$ cat src/rtl/ccff_pkg.sv
// Shared types and constants for the ccff chain loader.
// The VERIFY state only exists when CCFF_READBACK_EN is defined.
package ccff_pkg;

`ifdef CCFF_READBACK_EN
  typedef enum logic [1:0] {
    StIdle   = 2'd0,
    StLoad   = 2'd1,
    StVerify = 2'd2,
    StDone   = 2'd3
  } state_e;
`else
  typedef enum logic [1:0] {
    StIdle = 2'd0,
    StLoad = 2'd1,
    StDone = 2'd3
  } state_e;
`endif

  // CRC-16-CCITT, MSB-first serial form
  localparam logic [15:0] CrcPoly = 16'h1021;
  localparam logic [15:0] CrcInit = 16'hFFFF;

endpackage

$ cat src/rtl/ccff_crc16.sv
// One serial CRC-16 step: folds a single input bit into the running CRC.
module ccff_crc16
  import ccff_pkg::*;
(
  input  logic [15:0] crc_cur,
  input  logic        din,
  output logic [15:0] crc_nxt
);

  logic fb;

  // Shift left and apply the polynomial when the feedback bit is set
  always_comb begin
    fb      = crc_cur[15] ^ din;
    crc_nxt = {crc_cur[14:0], 1'b0} ^ (fb ? CrcPoly : 16'h0000);
  end

endmodule

$ cat src/rtl/ccff_loader.sv
// Streams a bitstream into a ccff configuration chain, MSB of each word first.
// Optional readback (macro CCFF_READBACK_EN): recirculates the chain once and
// compares CRCs of the written and read-back streams, flagging err on mismatch.
module ccff_loader
  import ccff_pkg::*;
#(
  parameter int unsigned CHAIN_LEN = 20,
  parameter int unsigned DATA_W    = 8
) (
  input  logic              prog_clk,
  input  logic              pReset_n,
  input  logic              start,
  input  logic [DATA_W-1:0] cfg_data,
  input  logic              cfg_valid,
  output logic              cfg_ready,
  output logic              ccff_head,
  output logic              ccff_shift_en,
  input  logic              ccff_tail,
  output logic              busy,
  output logic              done,
  output logic              err
);

  localparam int unsigned CntW  = $clog2(CHAIN_LEN + 1);
  localparam int unsigned WCntW = $clog2(DATA_W + 1);
  localparam logic [CntW-1:0] ChainLen = CntW'(CHAIN_LEN);
  localparam logic [CntW-1:0] LastBit  = CntW'(CHAIN_LEN - 1);

  state_e            state_q, state_d;
  logic [DATA_W-1:0] sreg_q;
  logic [WCntW-1:0]  wcnt_q;     // bits still held in sreg_q
  logic [CntW-1:0]   bit_cnt_q;  // shifts done in the current phase
  logic              err_q;

  logic accept, load_shift, last_load;

  assign accept     = cfg_valid & cfg_ready;
  assign load_shift = (state_q == StLoad) && (wcnt_q != '0) && (bit_cnt_q < ChainLen);
  assign last_load  = load_shift && (bit_cnt_q == LastBit);

`ifdef CCFF_READBACK_EN
  logic        ver_shift, last_ver;
  logic [15:0] crc_a_q, crc_b_q, crc_a_nxt, crc_b_nxt;

  assign ver_shift = (state_q == StVerify);
  assign last_ver  = ver_shift && (bit_cnt_q == LastBit);

  ccff_crc16 u_crc_wr (
    .crc_cur (crc_a_q),
    .din     (ccff_head),
    .crc_nxt (crc_a_nxt)
  );

  ccff_crc16 u_crc_rd (
    .crc_cur (crc_b_q),
    .din     (ccff_tail),
    .crc_nxt (crc_b_nxt)
  );
`else
  logic unused_tail;
  assign unused_tail = ccff_tail;
`endif

  // State register
  always_ff @(posedge prog_clk or negedge pReset_n) begin
    if (!pReset_n) state_q <= StIdle;
    else           state_q <= state_d;
  end

  // Next-state logic
  always_comb begin
    state_d = state_q;
    unique case (state_q)
      StIdle: if (start) state_d = StLoad;
`ifdef CCFF_READBACK_EN
      StLoad:   if (last_load) state_d = StVerify;
      StVerify: if (last_ver)  state_d = StDone;
`else
      StLoad: if (last_load) state_d = StDone;
`endif
      StDone:  state_d = StIdle;
      default: state_d = StIdle;
    endcase
  end

  // Outputs decoded from current state and datapath registers
  always_comb begin
    cfg_ready     = (state_q == StLoad) && (wcnt_q == '0) && (bit_cnt_q < ChainLen);
    ccff_shift_en = load_shift;
    ccff_head     = (state_q == StLoad) ? sreg_q[DATA_W-1] : 1'b0;
`ifdef CCFF_READBACK_EN
    if (ver_shift) begin
      ccff_shift_en = 1'b1;
      ccff_head     = ccff_tail;
    end
`endif
    busy = (state_q != StIdle);
    done = (state_q == StDone);
    err  = err_q;
  end

  // Word shift register, counters, CRCs and sticky error flag
  always_ff @(posedge prog_clk or negedge pReset_n) begin
    if (!pReset_n) begin
      sreg_q    <= '0;
      wcnt_q    <= '0;
      bit_cnt_q <= '0;
      err_q     <= 1'b0;
`ifdef CCFF_READBACK_EN
      crc_a_q   <= CrcInit;
      crc_b_q   <= CrcInit;
`endif
    end else if ((state_q == StIdle) && start) begin
      wcnt_q    <= '0;
      bit_cnt_q <= '0;
      err_q     <= 1'b0;
`ifdef CCFF_READBACK_EN
      crc_a_q   <= CrcInit;
      crc_b_q   <= CrcInit;
`endif
    end else if (accept) begin
      sreg_q <= cfg_data;
      wcnt_q <= WCntW'(DATA_W);
    end else if (load_shift) begin
      sreg_q <= sreg_q << 1;
      // Leftover LSBs of the final word are dropped here
      wcnt_q <= last_load ? '0 : wcnt_q - WCntW'(1);
`ifdef CCFF_READBACK_EN
      bit_cnt_q <= last_load ? '0 : bit_cnt_q + CntW'(1);
      crc_a_q   <= crc_a_nxt;
`else
      bit_cnt_q <= bit_cnt_q + CntW'(1);
`endif
    end
`ifdef CCFF_READBACK_EN
    else if (ver_shift) begin
      bit_cnt_q <= bit_cnt_q + CntW'(1);
      crc_b_q   <= crc_b_nxt;
      if (last_ver && (crc_a_q != crc_b_nxt)) err_q <= 1'b1;
    end
`endif
  end

endmodule

$ cat config.mk
export PLATFORM = sky130hd
export DESIGN_NAME = ccff_loader
export DESIGN_NICKNAME = d
export VERILOG_FILES = /design/src/rtl/ccff_pkg.sv /design/src/rtl/ccff_crc16.sv /design/src/rtl/ccff_loader.sv
export SDC_FILE = /design/constraint.sdc
export NUM_CORES = 1
export LEC_CHECK = 0
export CORE_MARGIN = 2
export CORE_UTILIZATION = 30
export CTS_CLUSTER_SIZE = 25
export DETAILED_ROUTE_END_ITERATION = 16
export SYNTH_ARGS = -nofsm -noshare
export SYNTH_HDL_FRONTEND = slang
export SYNTH_SLANG_ARGS = --single-unit
export TNS_END_PERCENT = 20
$ cat constraint.sdc
create_clock -name prog_clk -period 1.8 [get_ports prog_clk]
set_input_delay 0.54 -clock prog_clk [delete_from_list [all_inputs] [get_ports prog_clk]]
set_output_delay 0.54 -clock prog_clk [all_outputs]
set_load 0.05 [all_outputs]
==> results_dict.tcl, run 1 <==
set metrics [dict create \
    worst_skew_pair.late_latency_ps 290 \
    avgViaCountPerCell 4.911 \
    num_rows 20 \
    cts_htree_levels 1 \
    grt_max_degree 20 \
    maxSlewViolCount 0 \
    postRouteAntennaNets 0 \
    syn_to_final_growth_pct 49.25 \
    timing.fmax_ghz 0.4531 \
    die_w_um 61.69 \
    cts.reportedPaths.clkPinSlew_ps 100 \
    yosysWarnings 0 \
    clock-sinks 19 \
    antenna_found_initial 0 \
    cp.arrival_ps 1670 \
    layout_commonest_cell "buf_4" \
    hold_viol 0 \
    relSlewSlack_pct 65.66 \
    tightest_slew_ps 510.7 \
    crit_required_ps 1260 \
    clockBufferDepth 2 \
    ctsRootBufferMaster "clkbuf_4" \
    die_h_um 61.69 \
    rsz0062_at_grt "true" \
    fin_crit_ps 2207 \
    seq_area_frac_synth_pct 47.62 \
    ioPinCount 19 \
    final_core_util_pct 48.02 \
    antenna_cells 0 \
    setup_viol_count_final 14 \
    io_buffers 16 \
    drive_above_1_share_pct 35.56 \
    dp_hpwl_mm 1.726 \
    firstDrtPassIters 4 \
    gp_congestion 0.8029 \
    finClkSkew_ps 1.028 \
    wl_per_cell_um 13.40 \
    netlist-cell-type-count 37 \
    cap_violations 0 \
    fin_nets 151 \
    peakVddDrop_uv 1484 \
    total_power_mw 3.289 \
    violations "setup timing" \
    grt.overflow.total 0 \
    fin_hold_ws_ps 510.5 \
    power_density_nw_per_um2 2207 \
    end_kind "primary output" \
    syn_area_um2 998.5 \
    start_util_pct 32.18 \
    num_vias 879 \
    ys_ff_latch 19 \
    coreArea_um2 3103 \
    grt_pass1_vias 905 \
    route.detailed.drc 0 \
    criticalPathCategory "flop to primary output" \
    cts_made_buffers 3 \
    grt_usage_pct 14.14 \
    leakage_nw 0.6507 \
    drt-total-wl_mm 2.398 \
    layout_common_cells "23 x buf_4, 19 x dfrtp_1, 11 x clkdlybuf4s50_1, 9 x nand2_1" \
    dieArea_um2 3806 \
    synthCells 97 \
    cp-start-kind "flop" \
    grt_pass1_wl_mm 3.877 \
    cp_max_fo 3 \
    setup_tns_ps -2225 \
    cts_tree "yes" \
    initialDrtViolationCount 22 \
    outcome "complete, but fails checks" \
    timing.final.ws_setup_ps -406.9 \
    syn-num-nets 112 \
    hold_path.class "flop to flop" \
    synth.avg_cell_area_um2 10.29 \
    fin_crit_sh_pct 122.6 \
]
[per-stage QoR]
step	setup slack (ps)	cell area (um2)	cells
finish	-406.9	1490	179
detailed placement	-117.1	1393	171
CTS	-432.9	1441	176
floorplan	-118.6	1025	97
global placement	-82.23	1393	171
global route	-508.3	1490	179
[cells in the mapped netlist, drive strengths merged]
cell type / n / area (um2)
or3b: 2 / 20.02
nand4b: 1 / 8.760
dfrtp: 19 / 475.5
nor3b: 1 / 12.51
clkbuf: 2 / 7.510
nand3: 5 / 25.02
inv: 5 / 18.77
nor4b: 1 / 8.760
xnor2: 1 / 8.760
o21a: 1 / 7.510
o31ai: 1 / 7.510
nand4: 2 / 12.51
and2: 2 / 12.51
o22ai: 10 / 75.07
o211ai: 2 / 15.01
mux2i: 4 / 40.04
nand4bb: 1 / 11.26
o211a: 1 / 10.01
nand2: 9 / 33.78
ha: 2 / 25.02
a2bb2oi: 7 / 61.31
nor2: 4 / 15.01
nor4: 1 / 6.260
o21ai: 2 / 10.00
nand2b: 1 / 6.260
nor3: 1 / 5.000
nor2b: 2 / 12.51
or2: 1 / 6.260
o221ai: 1 / 8.760
buf: 4 / 27.52
conb: 1 / 3.750
[report_power, final]
part	switching, mW	total, mW	internal, mW
logic	1.12	2.32	1.19
registers	0.127	0.757	0.630
clock network	0.129	0.215	0.0863
total	1.38	3.29	1.91
[metal layers]
| layer | vias up | routed length, um | GRT usage [%] |
|---|---|---|---|
| met5 | - | 0 | 0 |
| met4 | 0 | 13 | 4.863 |
| met3 | 2 | 106 | 3.934 |
| met2 | 14 | 1217 | 25.86 |
| met1 | 428 | 1061 | 15.65 |
| li1 | 435 | - | - |
[worst paths after layout]
kind | startpoint | end | slack (ps) | cells past startpoint
hold / removal | state_q[1] | state_q[0] | 510 | 1
max in group asynchronous | pReset_n | state_q[0] | 1010 | 2
setup / recovery | wcnt_q[1] | ccff_shift_en | -410 | 6
hold reg to reg | state_q[1] | state_q[0] | 510 | 1
setup reg to reg | wcnt_q[1] | sreg_q[2] | -160 | 8
min in group asynchronous | pReset_n | sreg_q[4] | 570 | 2
[cells by family after synthesis]
kind of cell / Yosys count / synth area share, %
flip-flops: 19 / 47.62
buffers and inverters: 11 / 5.388
AO/OA/AOI/OAI: 25 / 19.55
other: 1 / 0.3756
XOR/XNOR: 1 / 0.8774
multiplexers: 4 / 4.010
AND/OR/NAND/NOR: 34 / 19.67
adder cells (fa/ha/maj): 2 / 2.506
[layout make-up]
type / instances / area (um2)
Fill cell: 345 / 1613
Multi-Input combinational cell: 67 / 525.5
Sequential cell: 19 / 475.5
Timing Repair Buffer: 40 / 385.4
Tap cell: 44 / 55.05
Clock buffer: 4 / 26.28
Inverter: 5 / 22.52
[worst max-delay path, cell delays in order, from the launching register on]
cell,delay (ps)
dfrtp_1,390
inv_1,70
ha_2,170
or3b_4,420
nand3_4,90
clkinvlp_4,80
buf_6,150
[repair_timing]
item / in CTS / in global routing
endpoints found under the hold margin: 0 / 0
hold buffers: 0 / 0
buffers inserted: 1 / 3
resized for setup: 3 / 7
pin swaps: 0 / 2
endpoints found under the setup margin: 3 / 17
[flip-flops by register name, summed over array words and instances (netlist names)]
name and flops:
bit_cnt_q 5, sreg_q 8, wcnt_q 4, state_q 2
(Power assumes the default switching activity.)
==> run 2, diff against run 1 <==
SLEW_MARGIN = 20   (was unset)
==> results of run 2 <==
Same layout as run 1: the final DEF is identical, and so are final timing and power.
==> run 3, diff against run 2 <==
PLACE_DENSITY = 0.57   (was unset)
==> results_dict.tcl, run 3 (synthesis gave the netlist of run 1 again) <==
set metrics [dict create \
    outcome "complete, but fails checks" \
    violations "setup timing" \
    leakage_nw 0.6150 \
    r2r_setup_slack_ps -20 \
    postRouteAntennaNets 0 \
    layout_common_cells "19 x dfrtp_1, 17 x buf_4, 11 x clkdlybuf4s50_1, 9 x nand2_1" \
    post_dp_cell_area_um2 1365 \
    clock-sinks 19 \
    min_to "state_q[0]" \
    cts_htree_levels 1 \
    r2r-end "sreg_q[2]" \
    gp_congestion 0.8159 \
    cts.reportedPaths.clkPinSlew_ps 100 \
    ctsRootBufferMaster "clkbuf_4" \
    hold_path.class "flop to flop" \
    hold_viol 0 \
    timing.fmax_ghz 0.4508 \
    firstDrtPassIters 4 \
    setup_tns_ps -942.4 \
    dp.cells 169 \
    end_kind "primary output" \
    cap_violations 0 \
    initialDrtViolationCount 42 \
    final_core_util_pct 45.48 \
    min-delay-start "state_q[1]" \
    use_met3_pct 1.863 \
    setup_viol_count_final 10 \
    criticalPathCategory "flop to primary output" \
    cts_tree "yes" \
    cp.arrival_ps 1680 \
    num_vias 849 \
    cp-start-kind "flop" \
    timing.final.ws_setup_ps -418.4 \
    final_cells 173 \
    die_w_um 61.69 \
    num_rows 20 \
    layout_commonest_cell "dfrtp_1" \
    cp_max_fo 3 \
    reg2reg_depth 7 \
    path_buf_inv 3 \
    gr-max-usage-layer "met2" \
    drt-total-wl_mm 2.191 \
    post-cts-setup-buffers 0 \
    maxSlewViolCount 0 \
    coreArea_um2 3103 \
    crit_family "simple AND/OR/NAND/NOR gates" \
    fin_nets 145 \
    start_util_pct 32.18 \
    dieArea_um2 3806 \
    avgViaCountPerCell 4.908 \
    clockBufferDepth 2 \
    crit_required_ps 1260 \
    route.detailed.drc 0 \
    largest_reg_flops 8 \
    grt_max_degree 20 \
    power_density_nw_per_um2 2139 \
    grt_usage_pct 12.94 \
    fin_area_um2 1411 \
    drive_above_1_share_pct 28.68 \
    fin_crit_ps 2218 \
    cp_cell_sequence "inv_1, ha_2, or3b_4, nand3_4, clkinvlp_4, buf_6" \
    grt_pass1_vias 860 \
    fin_crit_sh_pct 123.2 \
    regMostFlops "sreg_q" \
    die_h_um 61.69 \
    grtUsageMet1_pct 15.93 \
    min_path_cells 1 \
    worst_skew_pair.late_latency_ps 290 \
    grt.overflow.total 0 \
    antenna_found_initial 0 \
    reg2reg_from "wcnt_q[1]" \
    io_buffers 16 \
    dp_slack_ps -121.2 \
    grt_pass1_wl_mm 3.670 \
    antenna_cells 0 \
    reg.largest.list "sreg_q: 8 flops, bit_cnt_q: 5 flops, wcnt_q: 4 flops" \
    syn_to_final_growth_pct 41.35 \
    gr-usage-met2_pct 23.01 \
    finClkSkew_ps 0.6227 \
    ioPinCount 19 \
    wl_per_cell_um 12.66 \
    peakVddDrop_uv 1150 \
    crit_path_top_delay_cell "or3b_4" \
    cts_made_buffers 3 \
    dp_hpwl_mm 1.689 \
    max_stage_delay_ps 420 \
    rsz0062_at_grt "true" \
]
==> run 3: repair_timing <==
action	4_1_cts	5_1_grt
endpoints found under the setup margin	10	14
gates resized for setup	3	2
pin swaps	1	1
gates cloned	0	0
hold buffers	0	0
==> run 3: layer usage <==
metal	routed length, um	share of wire (%)
met1	1007	46
met2	1063	49
met3	98	4.5
met4	21	0.96
met5	0	0
==> run 3: power breakdown <==
part	switching, mW	total (mW)	internal (mW)
combinational	1.04	2.06	1.02
clock	0.127	0.213	0.0862
sequential	0.121	0.751	0.630
==> run 3: worst max path at each step <==
stage	startpoint	end	slack, ps	depth (start not counted)
after global placement	wcnt_q[1]	ccff_shift_en	-100	6
final	wcnt_q[1]	ccff_shift_en	-420	6
after global routing	wcnt_q[1]	ccff_shift_en	-510	6
after CTS	wcnt_q[1]	ccff_shift_en	-440	6
after floorplan	wcnt_q[0]	ccff_shift_en	-120	5
after detailed placement	wcnt_q[1]	ccff_shift_en	-120	6
==> run 3: worst reg2reg max path, cell delays in order, from the launching register on <==
cell and delay, ps:
dfrtp_1 390, inv_1 60, ha_2 170, or3b_4 420, buf_4 160, o211a_1 220, buf_6 140, a2bb2oi_1 130
==> run 3: layout make-up <==
cell class,count,area [um2]
sequential,19,475.5
clock buffer,4,26.28
fill,332,1692
timing repair buffer,34,331.6
tap,44,55.05
inverter,5,22.52
multi-input combinational,67,500.5
==> run 3: through the flow <==
step	total power [mW]	hold slack, ps
detailed placement	2.752	501.9
finish	3.019	507.8
CTS	3.022	516.4
global route	3.276	544.5
global placement	2.698	479.6
floorplan	2.088	244.4
==> variant: new RTL, settings of run 3 <==
Change the parameter `CHAIN_LEN` from 20 to 30.
--- a/src/rtl/ccff_loader.sv
+++ b/src/rtl/ccff_loader.sv
@@ -6,3 +6,3 @@
 #(
-  parameter int unsigned CHAIN_LEN = 20,
+  parameter int unsigned CHAIN_LEN = 30,
   parameter int unsigned DATA_W    = 8
Behaviour: same outputs for any inputs over 10 cycles, from zero or initial values and one cycle with pReset_n low; that may be too few to reach the edited logic, so the function may still have changed.
==> variant against run 3 <==
The flow still finishes with violations (negative setup slack); combinational power fell by 11%; register-to-register slack worse by 0.21 ns; via count decreased by 0.94%; global-route usage rose by 0.17 points; area after synthesis increased by 3.3%; sequential cell count did not move; total power down 5.8%; critical path depth unchanged; fmax up 1.5%; final area up 2.8%; setup slack better by 0.032 ns; routed wire length rose by 5.7%.
==> variant: results (changes against run 3) <==
timing:
  final.setup.worst_slack_ns: -0.387  # was -0.418 ns
  skew_ns: 0.00878  # was 0.000623 ns
  tns_ns: -2.33  # was -0.942 ns
  timing.final.setup_violations: 15  # was 10
clocking:
  cts.repair.resized: 7  # was 3
  postCtsSetupBuffers: 2  # was 0
detailed_routing:
  met2_length_um: 1050  # was 1060 µm
  routed-wl-met3_um: 124  # was 98 µm
  route.layer.met1.wl_um: 1130  # was 1010 µm
  num_vias: 841  # was 849
  detail_route.wirelength_um: 2320  # was 2190 µm
  drt-initial-drc-count: 22  # was 42
synthesis:
  syn_nets: 113  # was 112
  main_area_contributors_after_synthesis: "sky130_fd_sc_hd__dfrtp_1 (46%), sky130_fd_sc_hd__a2bb2oi_1 (6.8%), sky130_fd_sc_hd__o22ai_1 (4.2%)"  # was sky130_fd_sc_hd__dfrtp_1 (48%), sky130_fd_sc_hd__a2bb2oi_1 (6.1%), sky130_fd_sc_hd__o22ai_1 (5.0%)
  seq_area_frac_synth: 0.461  # was 0.476
  synth_commonest_cells: "sky130_fd_sc_hd__dfrtp_1 (19), sky130_fd_sc_hd__nor2_1 (9), sky130_fd_sc_hd__a2bb2oi_1 (8)"  # was sky130_fd_sc_hd__dfrtp_1 (19), sky130_fd_sc_hd__nand2_1 (9), sky130_fd_sc_hd__o22ai_1 (8)
  synth-compound-area-share: 0.203  # was 0.195
  postSynth.asyncResetShare: 1.00  # unchanged
  muxShareOfSynthArea: 0.00971  # was 0.0401
  synth_fa_ha_area_frac: 0.0364  # was 0.0251
  ys_types: 38  # was 37
  post_synth.cell_area_avg_um2: 10.6  # was 10.3 µm²
  post_synth_xor_area_fraction: 0.0170  # was 0.00877
global_routing:
  gr-usage-met1: 0.171  # was 0.159
  grt.total_usage: 0.131  # was 0.129
  grt_pass1_wl_um: 4170  # was 3670 µm
  grt_use_met2: 0.216  # was 0.230
  first_global_vias: 895  # was 860
  grt_util_met3: 0.0450  # was 0.0186
  largest_net_degree_at_the_start_of_global_routing: 20  # unchanged
power_and_ir_drop:
  pwr_density_cell_nw_per_um2: 1960  # was 2140 nW/µm²
  pg_comb_mw: 1.84  # was 2.06 mW
  vdd.ir_drop.worst_mv: 1.21  # was 1.15 mV
  netSwitchingPower_mw: 1.16  # was 1.29 mW
  leakage_power_nw: 0.655  # was 0.615 nW
status:
  violations: "negative setup slack"  # unchanged
  outcome: "complete, but fails checks"  # unchanged
final_layout:
  finish.cell_count_without_fillers: 176  # was 173
  final_net_count: 147  # was 145
  final_area_um2: 1450  # was 1410 µm²
  fillCellCount: 352  # was 332
  drive_above_1_share: 0.346  # was 0.287
setup_path:
  cp_slowest_stage_delay_ns: 0.42  # about the same
  critical_path_arrival_ns: 1.65  # was 1.68 ns
  worst-path-max-fanout: 4  # was 3
placed_design:
  gp_congestion: 0.762  # was 0.816
  port_buffers: 16  # unchanged
  postPlaceCellArea_um2: 1370  # about the same
  dp_slack_ns: -0.192  # was -0.121 ns
  detailedPlacementHpwl_um: 1680  # was 1690 µm
worst_hold_path:
  hp-class: "reg2reg"  # unchanged
[variant: area by class of cell]
class                      count  share of cell area
sequential                    19               0.328
multi-input combinational     70               0.378
tap                           46              0.0397
inverter                       5              0.0129
clock buffer                   4              0.0181
timing repair buffer          32               0.224
[variant: path summary, 6_finish.rpt]
path	startpoint	end	slack [ns]	cells past startpoint
hold reg to reg	state_q[1]$_DFFE_PN0P_	state_q[0]$_DFFE_PN0P_	0.47	1
setup / recovery	wcnt_q[0]$_DFFE_PN0P_	ccff_shift_en	-0.39	6
min in group asynchronous	pReset_n	sreg_q[6]$_DFFE_PN0P_	0.58	2
hold / removal	state_q[1]$_DFFE_PN0P_	state_q[0]$_DFFE_PN0P_	0.47	1
max in group asynchronous	pReset_n	sreg_q[7]$_DFFE_PN0P_	1.01	2
setup reg to reg	wcnt_q[0]$_DFFE_PN0P_	wcnt_q[1]$_DFFE_PN0P_	-0.23	10
